**src/rtl/temporal_compare_n.sv**
```systemverilog
`default_nettype none
// ============================================================================
//  Module      : temporal_compare_n
//  Description : N-channel temporal comparator over one gamma cycle.
//                Records the first rising edge of each spike channel and
//                fires a single registered result according to the latched
//                mode (MIN / MAX / INHIBIT), reporting when and which channel.
//  Revision    : 1.0 - initial release
// ============================================================================
module temporal_compare_n #(
  parameter int N                 = 4,
  parameter int GAMMA_CYCLE_WIDTH = 16,
  localparam int TW               = $clog2(GAMMA_CYCLE_WIDTH) + 1,
  localparam int IW               = $clog2(N)
) (
  input  logic          aclk,
  input  logic          grst,
  input  logic [1:0]    mode,
  input  logic [N-1:0]  in_spk,
  output logic          q,
  output logic [TW-1:0] q_time,
  output logic [IW-1:0] q_idx,
  output logic          valid
);

  localparam logic [TW-1:0] LAST_CNT = TW'(GAMMA_CYCLE_WIDTH - 1);
  localparam logic [1:0]    MODE_MIN = 2'd0;
  localparam logic [1:0]    MODE_MAX = 2'd1;
  localparam logic [1:0]    MODE_INH = 2'd2;

  typedef enum logic [0:0] {
    ARMED = 1'b0,
    DONE  = 1'b1
  } state_t;

  state_t        state_q, state_d;
  logic [TW-1:0] cnt_q, cnt_d;
  logic [1:0]    mode_q, mode_d;
  logic [N-1:0]  prev_q, prev_d;
  logic [N-1:0]  seen_q, seen_d;
  logic          q_q, q_d;
  logic [TW-1:0] q_time_q, q_time_d;
  logic [IW-1:0] q_idx_q, q_idx_d;
  logic          valid_q, valid_d;

  logic [N-1:0]  spk;
  logic [N-1:0]  seen_all;
  logic [IW-1:0] low_idx;
  logic          fire;
  logic [IW-1:0] fire_idx;

  // Edge detection, winner selection and next-state computation.
  always_comb begin
    state_d  = state_q;
    cnt_d    = cnt_q;
    mode_d   = mode_q;
    prev_d   = in_spk;
    seen_d   = seen_q;
    q_d      = q_q;
    q_time_d = q_time_q;
    q_idx_d  = q_idx_q;
    valid_d  = 1'b0;
    spk      = '0;
    low_idx  = '0;
    fire     = 1'b0;
    fire_idx = '0;

    // Only the first rising edge per channel counts, and only while armed.
    if (state_q == ARMED) begin
      spk = in_spk & ~prev_q & ~seen_q;
    end
    seen_all = seen_q | spk;

    // Lowest-index channel spiking on this edge (scan downward so lowest wins).
    for (int i = N - 1; i >= 0; i--) begin
      if (spk[i]) begin
        low_idx = IW'(i);
      end
    end

    case (mode_q)
      MODE_MIN: begin
        fire     = |spk;
        fire_idx = low_idx;
      end
      MODE_MAX: begin
        fire     = (|spk) && (&seen_all);
        fire_idx = low_idx;
      end
      MODE_INH: begin
        // Channel 0 must arrive strictly before every other channel.
        fire     = spk[0] && !(|seen_all[N-1:1]);
        fire_idx = '0;
      end
      default: begin
        fire     = 1'b0;
        fire_idx = '0;
      end
    endcase

    if (grst) begin
      state_d  = ARMED;
      cnt_d    = '0;
      mode_d   = mode;
      seen_d   = '0;
      q_d      = 1'b0;
      q_time_d = '1;
      q_idx_d  = '0;
      valid_d  = 1'b0;
    end else begin
      seen_d = seen_all;
      if (cnt_q != LAST_CNT) begin
        cnt_d = cnt_q + 1'b1;
      end
      if (state_q == ARMED && cnt_q == LAST_CNT) begin
        state_d = DONE;
        valid_d = 1'b1;
      end
      if (fire && !q_q) begin
        q_d      = 1'b1;
        q_time_d = cnt_q;
        q_idx_d  = fire_idx;
      end
    end
  end

  // State register; grst clears the cycle inside the combinational path.
  always_ff @(posedge aclk) begin
    state_q  <= state_d;
    cnt_q    <= cnt_d;
    mode_q   <= mode_d;
    prev_q   <= prev_d;
    seen_q   <= seen_d;
    q_q      <= q_d;
    q_time_q <= q_time_d;
    q_idx_q  <= q_idx_d;
    valid_q  <= valid_d;
  end

  assign q      = q_q;
  assign q_time = q_time_q;
  assign q_idx  = q_idx_q;
  assign valid  = valid_q;

endmodule
`default_nettype wire
```
**config.mk**
```make
export PLATFORM = sky130hd
export DESIGN_NAME = temporal_compare_n
export DESIGN_NICKNAME = d
export VERILOG_FILES = /design/src/rtl/temporal_compare_n.sv
export SDC_FILE = /design/constraint.sdc
export NUM_CORES = 1
export LEC_CHECK = 0
export BUFFER_PORTS_ARGS = -buffer_cell sky130_fd_sc_hd__buf_4
export CAP_MARGIN = 10
export CORE_MARGIN = 2
export CORE_UTILIZATION = 56
export DETAILED_ROUTE_END_ITERATION = 8
export PLACE_DENSITY = 0.86
export SETUP_SLACK_MARGIN = 0.3
export SYNTH_ARGS = -nofsm -noshare
export SYNTH_HDL_FRONTEND = slang
export SYNTH_SLANG_ARGS = --single-unit
```
**constraint.sdc**
```tcl
create_clock -name aclk -period 4 [get_ports aclk]
set_input_delay 0.8 -clock aclk [delete_from_list [all_inputs] [get_ports aclk]]
set_output_delay 0.8 -clock aclk [all_outputs]
set_load 0.02 [all_outputs]
```
==> results_dict.tcl <==
set metrics [dict create \
    die_height_um 45.6 \
    yosysTopAreaCell "dfxtp_1" \
    die_area_um2 2080 \
    grt-ovfl-total 0 \
    fmax_mhz 454 \
    r2r_cells 5 \
    switching_share 0.254 \
    path_clk_slew_ns 0.12 \
    hold_depth 2 \
    synth-edff-count 2 \
    cp-start-kind "input pin" \
    power_leakage_nw 0.466 \
    hp-start "q_idx[0]" \
    die_w_um 45.6 \
    cpPeakStageDelay_ns 0.48 \
    port_buffers 16 \
    cts_setup_buffers 0 \
    ant_nets 0 \
    diodes 0 \
    critPathKind "in -> reg" \
    drt_iter0_markers 4 \
    fin_skew_ns 0.00161 \
    netlist.area_leader.share 0.474 \
    cpMaxStageDelayCell "nor4b_1" \
    finalPower_mw 0.455 \
    internal_power_mw 0.339 \
    p_per_area_nw_per_um2 407 \
    fp.coreArea_um2 1670 \
    postSynthAreaPerCell_um2 10.1 \
    synth_warnings 0 \
    setup_viol_count_final 0 \
    grtUsageTotal 0.191 \
    synth.most_common_cell "nor2_1" \
    r2r-end "q_idx[1]" \
    cts_tree "yes" \
    ys.flop_type "dfxtp_1" \
    pin_count 17 \
    grt_pass1_vias 714 \
    synth_area_um2 971 \
    worst_slew_pin_slew_ns 0.571 \
    irDropWorstVdd_mv 0.240 \
    switchingPower_mw 0.116 \
    drtPass1Iterations 4 \
    postCtsResizedCells 0 \
    routedWlPerCell_um 13.1 \
    cap_violations 0 \
    drive_gt1_frac 0.205 \
    gp_congestion 0.846 \
    drc 0 \
    finalSetupTns_ns 0 \
    clockRootBuffer "clkbuf_4" \
    arrival_ns 2.44 \
    rrSetupSlack_ns 1.86 \
    status "finished, final reports clean" \
    synth_common_cells "nor2_1, dfxtp_1, mux2i_1" \
    required_ns 4.24 \
    period_share 0.550 \
    fin_nets 123 \
    seq_power_share 0.617 \
    clk_latency_ns 0.31 \
    cts_made_buffers 3 \
    holdBufCountCts 0 \
    synth.distinct_cells 29 \
    cts_buffer_depth 2 \
    clock_sinks 25 \
    p_clk_frac 0.237 \
    routed_wl_mm 1.69 \
    grt_max_degree 26 \
    ys_top_cells_by_area "dfxtp_1, nor2_1, mux2i_1, edfxtp_1, a221oi_4" \
    endpoint_kind "flip-flop" \
    critPathMaxFanout 8 \
    path_cells "buf_4, nor4b_1, nor4_1, a21o_1, a221oi_4, mux2i_1" \
    synthCells 96 \
    num_vias 728 \
    via_per_inst 5.64 \
    async_flop_share 0 \
    hold-path-endpoint "q_idx[0]" \
    antenna_found_initial 0 \
    period_minus_slack_ns 2.20 \
    grt_first_pass_wirelength_mm 2.82 \
    fillers 136 \
    cts.htree.levels 1 \
    hold_class "reg -> reg" \
    yosysSeqAreaShare 0.536 \
    syn-num-nets 106 \
    maxSlewHeadroom 0.614 \
    r2r-start "state_q" \
    synthToLayoutAreaGrowth_pct 14.9 \
    hold_violations 0 \
    start_util 0.581 \
    crit_start "in_spk[0]" \
    synth_seq_cells 25 \
    finalMaxSlewViolations 0 \
    p_comb_frac 0.147 \
    rows 15 \
    hold_ws_ns 0.482 \
    rsz0062_at_grt "no" \
    dp_hpwl_mm 1.24 \
]
[layout by cell type (no fill, tap or decap)]
master	instances
nor2_1	25
dfxtp_1	23
buf_4	16
mux2i_1	8
a21oi_1	4
inv_1	3
nor4b_1	3
nand2_1	3
clkbuf_4	3
xor2_1	2
ha_1	2
edfxtp_1	2
and3_1	1
nand4b_1	1
nor2b_1	1
xnor2_1	1
nor2_2	1
a21oi_2	1
or4_4	1
nand4_1	1
nand3b_1	1
nor4_1	1
a21o_1	1
a221oi_4	1
o21a_1	1
nor3_1	1
o211ai_1	1
nor3b_1	1
o21ai_0	1
clkbuf_1	1
[kinds of logic (layout without fill, tap and decap cells)]
| family | after synthesis | after routing | share of synthesized area |
|---|---|---|---|
| flip-flops | 25 | 25 | 0.536 |
| AO/OA/AOI/OAI | 10 | 10 | 0.0851 |
| XOR/XNOR | 3 | 3 | 0.0271 |
| multiplexers | 8 | 8 | 0.0825 |
| buffers and inverters | 7 | 23 | 0.0348 |
| AND/OR/NAND/NOR | 41 | 41 | 0.209 |
| adder cells (fa/ha/maj) | 2 | 2 | 0.0258 |
[power by group through the flow]
| stage | clock network [mW] | registers [mW] | logic [mW] |
|---|---|---|---|
| 2_1_floorplan | 0 | 0.293 | 0.0343 |
| 3_3_place_gp | 0 | 0.285 | 0.0645 |
| 3_5_place_dp | 0 | 0.286 | 0.0667 |
| 4_1_cts | 0.110 | 0.280 | 0.0672 |
| 5_1_grt | 0.118 | 0.283 | 0.0734 |
| 6_report | 0.108 | 0.280 | 0.0667 |
[stage by stage]
step / utilization / instances / cell area, um^2 / worst slack, ns
6_report: 0.668 / 129 / 1120 / 1.80
2_1_floorplan: - / 96 / 971 / 1.80
3_5_place_dp: 0.652 / 125 / 1090 / 1.49
3_3_place_gp: 0.652 / 125 / 1090 / 1.60
4_1_cts: 0.668 / 129 / 1120 / 1.82
5_1_grt: 0.668 / 129 / 1120 / 1.60
[layer usage]
metal  GRT usage  wire (um)  vias to the layer above
met1       0.210        719                      348
li1            -          -                      364
met2       0.315        875                       10
met5           0          0                        -
met3      0.0437         48                        6
met4       0.141         44                        0
[final cells by class]
class	instances	area (um^2)	share of cell area
inverter	3	11.3	0.0101
sequential	25	520	0.466
multi-input combinational	64	417	0.373
clock buffer	4	26.3	0.0235
tap	17	21.3	0.0191
timing repair buffer	16	120	0.108
[flip-flops by register name (all words and copies together) (netlist names)]
signal and count:
cnt_q 5, q_time 5, prev_q 4, seen_q 4
mode_q 2, q_idx 2, q 1, state_q 1
valid 1
[how the worst max path moves through the flow]
stage,to,slack [ns],cells past startpoint
finish,q_idx[1],1.80,6
CTS,q_idx[1],1.82,6
global route,q_idx[1],1.60,6
detailed placement,q_idx[1],1.49,6
floorplan,q_idx[0],1.80,4
global placement,q_time[1],1.60,6
[worst max-delay path: cells and delay by family]
kind	cells	cell delay, ns
mux	1	0.27
compound gates	2	0.69
simple gates	2	0.60
buf+inv	1	0.09
(Power assumes the default switching activity.)
